==> src/rtl/led_arbiter_pkg.sv <==
`default_nettype none
// +----------------------------------------------------------------------+
// | led_arbiter_pkg : shared state encoding and constants for led_arbiter |
// | Rev 1.0                                                               |
// +----------------------------------------------------------------------+
package led_arbiter_pkg;

  typedef enum logic [1:0] {
    IDLE   = 2'd0,
    ACTIVE = 2'd1,
    GAP    = 2'd2
  } state_t;

  localparam int RGB_W        = 3;
  localparam int DEF_TICK_TAP = 3;

endpackage
`default_nettype wire

==> src/rtl/led_arbiter_rr.sv <==
`default_nettype none
// +----------------------------------------------------------------------+
// | rr_arbiter : one-hot round-robin pick, search starts at ptr           |
// | Rev 1.0                                                               |
// +----------------------------------------------------------------------+
module rr_arbiter
  import led_arbiter_pkg::*;
#(
  parameter int N     = 4,
  parameter int PTR_W = 2
) (
  input  logic [N-1:0]     req,
  input  logic [PTR_W-1:0] ptr,
  output logic [N-1:0]     grant
);

  // Walk from the farthest offset back to ptr so the nearest requester wins.
  always_comb begin
    grant = '0;
    for (int k = N - 1; k >= 0; k--) begin
      if (req[(int'(ptr) + k) % N]) begin
        grant = '0;
        grant[(int'(ptr) + k) % N] = 1'b1;
      end
    end
  end

endmodule
`default_nettype wire

==> src/rtl/led_arbiter.sv <==
`default_nettype none
// +----------------------------------------------------------------------+
// | led_arbiter : round-robin LED ownership with tick-timed holds         |
// | Optional: LED_ARBITER_PREEMPT_EN lets requester 0 cut a grant short.  |
// | Rev 1.0                                                               |
// +----------------------------------------------------------------------+
module led_arbiter
  import led_arbiter_pkg::*;
#(
  parameter int NREQ     = 4,
  parameter int DUR_W    = 8,
  parameter int NTAPS    = 6,
  parameter int TICK_TAP = DEF_TICK_TAP
) (
  input  logic                      clk,
  input  logic                      rst_n,
  input  logic [NTAPS-1:0]          taps,
  input  logic [NREQ-1:0]           req_valid,
  input  logic [RGB_W*NREQ-1:0]     req_rgb,
  input  logic [DUR_W*NREQ-1:0]     req_dur,
  output logic [NREQ-1:0]           req_ready,
  output logic [NREQ-1:0]           done,
  output logic                      r,
  output logic                      g,
  output logic                      b,
  output logic                      busy,
  output logic [$clog2(NREQ)-1:0]   owner
);

  localparam int OWN_W = $clog2(NREQ);

  state_t             r_state;
  logic [OWN_W-1:0]   r_rr_ptr;
  logic [OWN_W-1:0]   r_owner;
  logic [DUR_W-1:0]   r_count;
  logic [RGB_W-1:0]   r_rgb;
  logic [NREQ-1:0]    r_done;

  logic [NREQ-1:0]    w_grant;
  logic [OWN_W-1:0]   w_ptr;
  logic [OWN_W-1:0]   w_sel_idx;
  logic [RGB_W-1:0]   w_sel_rgb;
  logic [DUR_W-1:0]   w_sel_dur;
  logic [OWN_W-1:0]   w_next_ptr;
  logic [NREQ-1:0]    w_owner_oh;
  logic               w_tick;
  logic               w_accept;
  logic               w_preempt_hit;
  logic               w_taps_unused;

  assign w_tick        = taps[TICK_TAP];
  assign w_taps_unused = ^taps;
  assign w_accept      = (r_state == IDLE) && (|req_valid);
  assign w_owner_oh    = NREQ'(1) << r_owner;

`ifdef LED_ARBITER_PREEMPT_EN
  logic r_preempt;

  // After a preemption the next IDLE search starts at requester 0.
  assign w_ptr         = r_preempt ? '0 : r_rr_ptr;
  assign w_preempt_hit = (r_state == ACTIVE) && req_valid[0] && (r_owner != '0);

  always_ff @(posedge clk or negedge rst_n) begin
    if (!rst_n) begin
      r_preempt <= 1'b0;
    end else if (w_preempt_hit) begin
      r_preempt <= 1'b1;
    end else if (w_accept) begin
      r_preempt <= 1'b0;
    end
  end
`else
  assign w_ptr         = r_rr_ptr;
  assign w_preempt_hit = 1'b0;
`endif

  rr_arbiter #(
    .N     (NREQ),
    .PTR_W (OWN_W)
  ) u_rr (
    .req   (req_valid),
    .ptr   (w_ptr),
    .grant (w_grant)
  );

  always_comb begin
    w_sel_idx = '0;
    w_sel_rgb = '0;
    w_sel_dur = '0;
    for (int i = 0; i < NREQ; i++) begin
      if (w_grant[i]) begin
        w_sel_idx = OWN_W'(i);
        w_sel_rgb = req_rgb[RGB_W*i +: RGB_W];
        w_sel_dur = req_dur[DUR_W*i +: DUR_W];
      end
    end
  end

  assign w_next_ptr = (w_sel_idx == OWN_W'(NREQ - 1)) ? '0 : w_sel_idx + 1'b1;

  always_ff @(posedge clk or negedge rst_n) begin
    if (!rst_n) begin
      r_state  <= IDLE;
      r_rr_ptr <= '0;
      r_owner  <= '0;
      r_count  <= '0;
      r_rgb    <= '0;
      r_done   <= '0;
    end else begin
      r_done <= '0;
      case (r_state)
        IDLE: begin
          if (w_accept) begin
            r_owner  <= w_sel_idx;
            r_rr_ptr <= w_next_ptr;
            r_count  <= (w_sel_dur == '0) ? DUR_W'(1) : w_sel_dur;
            r_rgb    <= w_sel_rgb;
            r_state  <= ACTIVE;
          end
        end
        ACTIVE: begin
          if (w_preempt_hit) begin
            r_done  <= w_owner_oh;
            r_rgb   <= '0;
            r_count <= '0;
            r_state <= IDLE;
          end else if (w_tick) begin
            if (r_count == DUR_W'(1)) begin
              r_done  <= w_owner_oh;
              r_rgb   <= '0;
              r_count <= '0;
              r_state <= GAP;
            end else begin
              r_count <= r_count - 1'b1;
            end
          end
        end
        GAP: begin
          if (w_tick) begin
            r_state <= IDLE;
          end
        end
        default: r_state <= IDLE;
      endcase
    end
  end

  // Gated with rst_n so nothing is accepted while reset is held.
  assign req_ready = (rst_n && (r_state == IDLE)) ? w_grant : '0;
  assign done      = r_done;
  assign r         = r_rgb[2];
  assign g         = r_rgb[1];
  assign b         = r_rgb[0];
  assign busy      = (r_state != IDLE);
  assign owner     = r_owner;

endmodule
`default_nettype wire

==> config.mk <==
export PLATFORM = sky130hd
export DESIGN_NAME = led_arbiter
export DESIGN_NICKNAME = d
export VERILOG_FILES = /design/src/rtl/led_arbiter_pkg.sv /design/src/rtl/led_arbiter_rr.sv /design/src/rtl/led_arbiter.sv
export SDC_FILE = /design/constraint.sdc
export NUM_CORES = 1
export LEC_CHECK = 0
export ABC_AREA = 1
export CAP_MARGIN = 15
export CORE_ASPECT_RATIO = 0.6
export CORE_MARGIN = 3
export CORE_UTILIZATION = 46
export DETAILED_ROUTE_END_ITERATION = 8
export PLACE_DENSITY = 0.84
export RECOVER_POWER = 50
export SETUP_SLACK_MARGIN = 0.1
export SYNTH_ARGS = -nofsm -noshare
export SYNTH_HDL_FRONTEND = slang
export SYNTH_SLANG_ARGS = --single-unit
==> constraint.sdc <==
create_clock -name clk -period 3.42 [get_ports clk]
set_input_delay 1.026 -clock clk [delete_from_list [all_inputs] [get_ports clk]]
set_output_delay 1.026 -clock clk [all_outputs]
set_load 0.01 [all_outputs]
* Yosys cells after proc, flatten, opt, wreduce, memory -nomap -nowiden
Index checks and enable logic that the tools add are counted.
** Cells by class
- Shifts and indexed selects :: 1
- Equal/unequal tests :: 8
- Bitwise operators :: 3
- Order comparisons :: 8
- Reductions and logical operators :: 18
- Muxes and demuxes :: 53
- Add/sub/neg operators :: 5
** Operators by type and width (count)
- $mux 8 :: 8
- $mux 4 :: 8
- $mux 3 :: 7
- $pmux 8 s2 :: 1
- $mux 2 :: 7
- $lt 3x4->1 const B :: 3
- $mux 1 :: 12
- $ge 3x1->1 const B :: 3
- $bmux 1 s2 :: 4
- $demux 1 s2 :: 4
- $eq 8x1->1 const B :: 1
- $logic_not 8->1 :: 1
- $ne 2x2->1 const B :: 4
- $reduce_and 4->1 :: 2
- $sub 8x1->8 const B :: 1
- $logic_and 1x1->1 :: 6
- $pmux 2 s3 :: 1
- $pmux 3 s2 :: 1
- $reduce_or 2->1 :: 3
- $add 2x1->2 const B :: 2
- $add 2x2->2 const B :: 2
- $eq 2x2->1 const B :: 2
- $reduce_bool 2->1 :: 2
- $reduce_or 4->1 :: 1
- other kinds (8) :: 10
** Word-level totals
- Output and inout port bits :: 14
- Word-level logic and storage cells :: 102
- Flip-flop bits (word level) :: 21
- Input port bits :: 56

* Longest topological paths before layout
Gate-level depths: netlist of the first run.
- Depth after elaboration :: 19
- Mapped depth :: 21
- Depth with buffers taken out :: 20

* Cells and area by module
From an unflattened synthesis of the first run, not the netlist that was laid out.
** Unflattened totals
- Cell total of the unflattened synthesis :: 302
- Area total of the unflattened synthesis :: 1981.9 µm²
** By module, submodules not included
- led_arbiter :: cells an instance 228, sequential area each 525.5 µm², instances 1, area each 1559.0 µm²
- rr_arbiter :: cells an instance 74, sequential area each 0.0 µm², instances 1, area each 422.9 µm²

* Worst setup path after synthesis of the first run
Ideal clock, no wire load.
- Kind :: input-to-output
- Start point :: in req_valid[1]
- End point :: out req_ready[2]
- Stages :: 10
- Arrival time :: 1985 ps
- Buffers on the path :: 1
- Slack :: 409 ps
- Required time :: 2394 ps
- Cell sequence :: nand2_1 -> nand3_4 -> nand2_2 -> nand3_1 -> nand2_2 -> nand2_4 -> nand2_8 -> inv_4 -> buf_6 -> nor2_1
** On the way
- Longest elaborated chain between the ends :: 8
- Elaborated cells between the ends (all ways) :: 16
- Those cells by class :: mux: 16
** Ends and longest elaborated chain
- start: declaration :: RTL line led_arbiter.sv:18 : input logic [NREQ-1:0] req_valid,
- $bmux 1 s2 :: RTL line led_arbiter_rr.sv:21 : if (req[(int'(ptr) + k) % N]) begin
- $mux 1 (implied by the code) (2 in series) :: RTL line led_arbiter_rr.sv:21
- $mux 4 (3 in series) :: RTL line led_arbiter_rr.sv:21
- $mux 4 (*) :: RTL line led_arbiter_rr.sv:21
- $mux 4 (*) :: RTL line led_arbiter.sv:149 : assign req_ready = (rst_n && (r_state == IDLE)) ? w_grant : '0;
- end: declaration :: RTL line led_arbiter.sv:21 : output logic [NREQ-1:0] req_ready,
Every way passes the cells marked *; elsewhere a longest branch is shown, timed or not. The select of a mux whose other input is x is not followed.

* Final worst setup path of the first run
- Start point :: in req_valid[3]
- End point :: out req_ready[3]
Same word-level chain as after synthesis.

==> summary.md, run 1 <==
In this run the tool buffered the top-level ports with 64 buffer cells. The tools report the overflow left after global routing as 0. The worst setup path is launched from a primary input. The share of the clock period used by the worst path is 0.940. Category of cells accounting for the largest share of critical-path delay: buffers and inverters. The tools report the via count of the first global-routing pass as 2055. The first-pass iteration count of the detailed router was 4; the number of vias per cell after detailed routing was 5.18.

When the netlist entered floorplanning its net count stood at 343. The total power divided by cell area was 1090 nW/um2; the number of distinct library cells after synthesis was 36. Averaged over all synthesized cells, the footprint is 7.07 um2. Remaining antenna violation count: 0. The tools report the sequential area share after synthesis as 0.268. After detailed routing, the total wire length is 5880 um.

At the pin with the least slew margin, the transition time is 1.11 ns. Max-cap violations in this run came to 0. In this run the static leakage power is 1.33 nW. TritonCTS built the clock tree. The share of cells above drive strength 1 was 0.198; the CTS sink count was 21.

For the overall track demand over capacity in global routing, the log shows 0.232. The tools report the start point of the worst hold path as owner[1]$_DFFE_PN0P_. VDD sags by at most 0.000601 V.

The worst register-to-register path begins at r_rr_ptr[1]$_DFFE_PN0P_. The first global-routing pass estimated 9650 um of wire. Setup repair after global routing left no endpoint under its margin. Entering global routing, the biggest net connects 22 pins.

Derived from the worst setup path, the maximum achievable clock frequency is 311 MHz. The iteration-0 DRC count of the detailed router was 213; the number of warnings reported in the yosys synthesis log was 0. The tools report the placed cell area as 2790 um2. The synthesis-stage register bit count came out at 21.

Synthesis handed over a netlist of 278 instances. The logs give 429 for the total number of nets in the final design and 2.19 ns for the arrival time of data at the critical path endpoint. The floorplan die area is 5120 um2, and the number of levels in the clock H-tree is 1.

The worst slew margin relative to its limit came out at 0.258. For the final database, setup skew stands at 0.00447 ns. The layout has 343 filler cells. The area growth from synthesis to layout works out to 43.2%.

For hold timing, the worst endpoint is done[1]$_DFF_PN0_. The vertical die dimension was 56.6 um; the area of the placeable core was 3870 um2. The worst hold slack is 0.502 ns. In this run the cell area of the synthesized design comes to 1960 um2. The hold-critical path depth came out at 1. Floorplan row count: 17. Summed over all nets, the half-perimeter wirelength after detailed placement is 4850 um.

Routability-driven placement finished with a final weighted congestion of 0.977. The run finished with clean final reports. The setup path with the least slack is of type primary input to output port.

For the worst-skew pair, the clock arrives at the later sink with an insertion delay of 0.27 ns. In this run the deepest clock path goes through 2 buffers. The number of diodes was 0; the number of cells traversed by the worst register-to-register path was 22.

For the final routed DRC violation total, the log shows 0. Traced cell by cell, the critical path runs through clkdlybuf4s15_1, nand2_2, nand3_2, nand2_4, buf_4, o21ai_1, inv_1, nand2_2, nand2_4, inv_2, nor2_2, buf_2. The tools report the initial antenna violation count as 0. The tree is rooted in a sky130_fd_sc_hd__clkbuf_8. The initial standard-cell utilization of the core came out at 0.507. STA puts the critical path data required time at 2.39 ns.

The via count was 2174. STA classifies the critical path endpoint as an output port. The detailed-route wire length per cell came out at 14.0 um. For flop-to-flop paths, the worst setup slack is 0.86 ns. The critical path crosses 12 cells after its start point. The final max-slew violation count came out at 0.

The endpoint of the most critical register-to-register path is r_count[0]$_DFFE_PN0P_. The floorplan step set the die width to 90.4 um. Of all nets on the critical path, the largest fanout is 5. 70 I/O pins were placed. The finished cells cover 2810 um2. The number of setup buffers added after CTS is 0. Setup violations remaining at the end of the flow were counted as 0. Counting both buffers and inverters, the worst setup path holds a total of 5. Origin of the worst setup path: req_valid[3]. For this design, the slowest cell found on the critical path is sky130_fd_sc_hd__clkdlybuf4s15_1.

The worst path needs 3.22 ns of the cycle, external delays included. The highest cell delay on the worst timing path was 0.22 ns. Classification of the worst-slack hold path: register to register. The CTS clock-pin slew for the worst setup and hold paths is 0.07 ns, and the number of hold violations in the final report is 0. The run gives 3 as the CTS buffer count.
[placed cells by master, fill, tap and decap left out, drive strengths merged]
master         count
buf               23
o21a               3
clkbuf             8
nand3             34
clkdlybuf4s15      1
o41ai              1
nor2              17
nand3b             1
nor3               6
ha                 9
clkinv             2
o22ai              7
inv               38
xor2               3
clkdlybuf4s50     53
dlygate4sd3        3
nand4              1
a21oi             20
a21boi             7
xnor2              1
o31ai              1
or2                7
o21ai             21
mux2               3
nand2             69
dfrtp             21
a22oi              2
o21bai             1
[metrics by stage]
| step | setup TNS, ns | util | total power, W | worst slack [ns] | std cells |
|---|---|---|---|---|---|
| 2_1_floorplan | 0 | - | 0.00210 | 0.409 | 278 |
| 3_3_place_gp | -1.96 | 0.720 | 0.00277 | -0.556 | 416 |
| 3_5_place_dp | -2.03 | 0.720 | 0.00285 | -0.532 | 416 |
| 4_1_cts | 0 | 0.728 | 0.00302 | 0.102 | 420 |
| 5_1_grt | 0 | 0.727 | 0.00334 | 0.123 | 420 |
| 6_report | 0 | 0.727 | 0.00307 | 0.205 | 420 |
[where the power goes]
| group | internal, W | total (W) | switching, W |
|---|---|---|---|
| Combinational | 0.00101 | 0.00249 | 0.00148 |
| Clock | 0.0000814 | 0.000165 | 0.0000838 |
| Sequential | 0.000337 | 0.000410 | 0.0000730 |
[Yosys cell counts]
| master | count | area [um2] |
|---|---|---|
| sky130_fd_sc_hd__o21bai_1 | 1 | 7.51 |
| sky130_fd_sc_hd__xnor2_1 | 1 | 8.76 |
| sky130_fd_sc_hd__a21oi_1 | 19 | 95.1 |
| sky130_fd_sc_hd__mux2_2 | 3 | 33.8 |
| sky130_fd_sc_hd__nand3_1 | 28 | 140 |
| sky130_fd_sc_hd__inv_2 | 7 | 26.3 |
| sky130_fd_sc_hd__or2_2 | 3 | 18.8 |
| sky130_fd_sc_hd__nor2_2 | 1 | 6.26 |
| sky130_fd_sc_hd__ha_1 | 9 | 113 |
| sky130_fd_sc_hd__nand3b_1 | 1 | 7.51 |
| sky130_fd_sc_hd__nor3_1 | 6 | 30.0 |
| sky130_fd_sc_hd__dfrtp_1 | 21 | 526 |
| sky130_fd_sc_hd__clkinv_1 | 1 | 3.75 |
| sky130_fd_sc_hd__nand2_1 | 52 | 195 |
| sky130_fd_sc_hd__o31ai_1 | 1 | 7.51 |
| sky130_fd_sc_hd__a21boi_0 | 7 | 52.6 |
| sky130_fd_sc_hd__inv_4 | 1 | 6.26 |
| sky130_fd_sc_hd__or2_0 | 1 | 6.26 |
| sky130_fd_sc_hd__o21ai_1 | 4 | 20.0 |
| sky130_fd_sc_hd__a22oi_1 | 2 | 15.0 |
| sky130_fd_sc_hd__nand3_2 | 5 | 50.1 |
| sky130_fd_sc_hd__nand2_8 | 1 | 20.0 |
| sky130_fd_sc_hd__nand4_1 | 1 | 6.26 |
| sky130_fd_sc_hd__buf_6 | 4 | 45.0 |
| sky130_fd_sc_hd__nand2_4 | 4 | 45.0 |
| sky130_fd_sc_hd__nor2_1 | 16 | 60.1 |
| sky130_fd_sc_hd__o21ai_0 | 17 | 85.1 |
| sky130_fd_sc_hd__nand3_4 | 1 | 17.5 |
| sky130_fd_sc_hd__o21a_1 | 3 | 22.5 |
| sky130_fd_sc_hd__a21oi_2 | 1 | 8.76 |
| sky130_fd_sc_hd__o41ai_1 | 1 | 8.76 |
| sky130_fd_sc_hd__inv_1 | 30 | 113 |
| sky130_fd_sc_hd__or2_1 | 3 | 18.8 |
| sky130_fd_sc_hd__xor2_1 | 3 | 26.3 |
| sky130_fd_sc_hd__nand2_2 | 12 | 75.1 |
| sky130_fd_sc_hd__o22ai_1 | 7 | 43.8 |
[kinds of logic (layout without fill, tap and decap cells)]
family / Yosys count / count (layout) / share of synthesized area
buffers and inverters: 43 / 128 / 0.0987
adder cells (fa/ha/maj): 9 / 9 / 0.0573
AO/OA/AOI/OAI: 63 / 63 / 0.187
flip-flops: 21 / 21 / 0.268
XOR/XNOR: 4 / 4 / 0.0178
AND/OR/NAND/NOR: 135 / 135 / 0.355
multiplexers: 3 / 3 / 0.0172
[how the worst max path moves through the flow]
stage | to | slack, ns
floorplan | req_ready[2] | 0.41
global placement | req_ready[2] | -0.56
detailed placement | req_ready[2] | -0.53
CTS | req_ready[3] | 0.10
global route | req_ready[2] | 0.12
finish | req_ready[3] | 0.20
[per-layer routing]
| layer | track usage | up-vias | wire length (um) |
|---|---|---|---|
| li1 | - | 1096 | - |
| met1 | 0.337 | 972 | 2830 |
| met2 | 0.355 | 104 | 2440 |
| met3 | 0.0629 | 2 | 600 |
| met4 | 0.0218 | 0 | 14 |
| met5 | 0 | - | 0 |
[cell type report]
| type | count | area [um2] | area share |
|---|---|---|---|
| Multi-Input combinational cell | 214 | 1260 | 0.450 |
| Timing Repair Buffer | 85 | 756 | 0.269 |
| Sequential cell | 21 | 526 | 0.187 |
| Inverter | 39 | 149 | 0.0529 |
| Tap cell | 57 | 71.3 | 0.0254 |
| Clock buffer | 3 | 41.3 | 0.0147 |
| Clock inverter | 1 | 5.00 | 0.00178 |
[registers in the layout, indices dropped and copies added (netlist names)]
name / cells
owner: 2
r_state: 2
r_count: 8
done: 4
r_rr_ptr: 2
r_rgb: 3
[timing repair]
item / 4_1_cts / 5_1_grt
hold buffers: 0 / 0
endpoints found under the setup margin: 4 / 4
resized for setup: 23 / 9
endpoints found under the hold margin: 0 / 0
pin swaps: 1 / 5
(Power assumes the default switching activity.)
==> run 2: changes to the inputs <==
--- a/config.mk
+++ b/config.mk
@@ -11,6 +11,7 @@
 export CORE_MARGIN = 3
 export CORE_UTILIZATION = 46
 export DETAILED_ROUTE_END_ITERATION = 8
+export HOLD_SLACK_MARGIN = 0.03
 export PLACE_DENSITY = 0.84
 export RECOVER_POWER = 50
 export SETUP_SLACK_MARGIN = 0.1
==> results of run 2 <==
No change in the layout: final DEF, timing and power equal those of run 1.
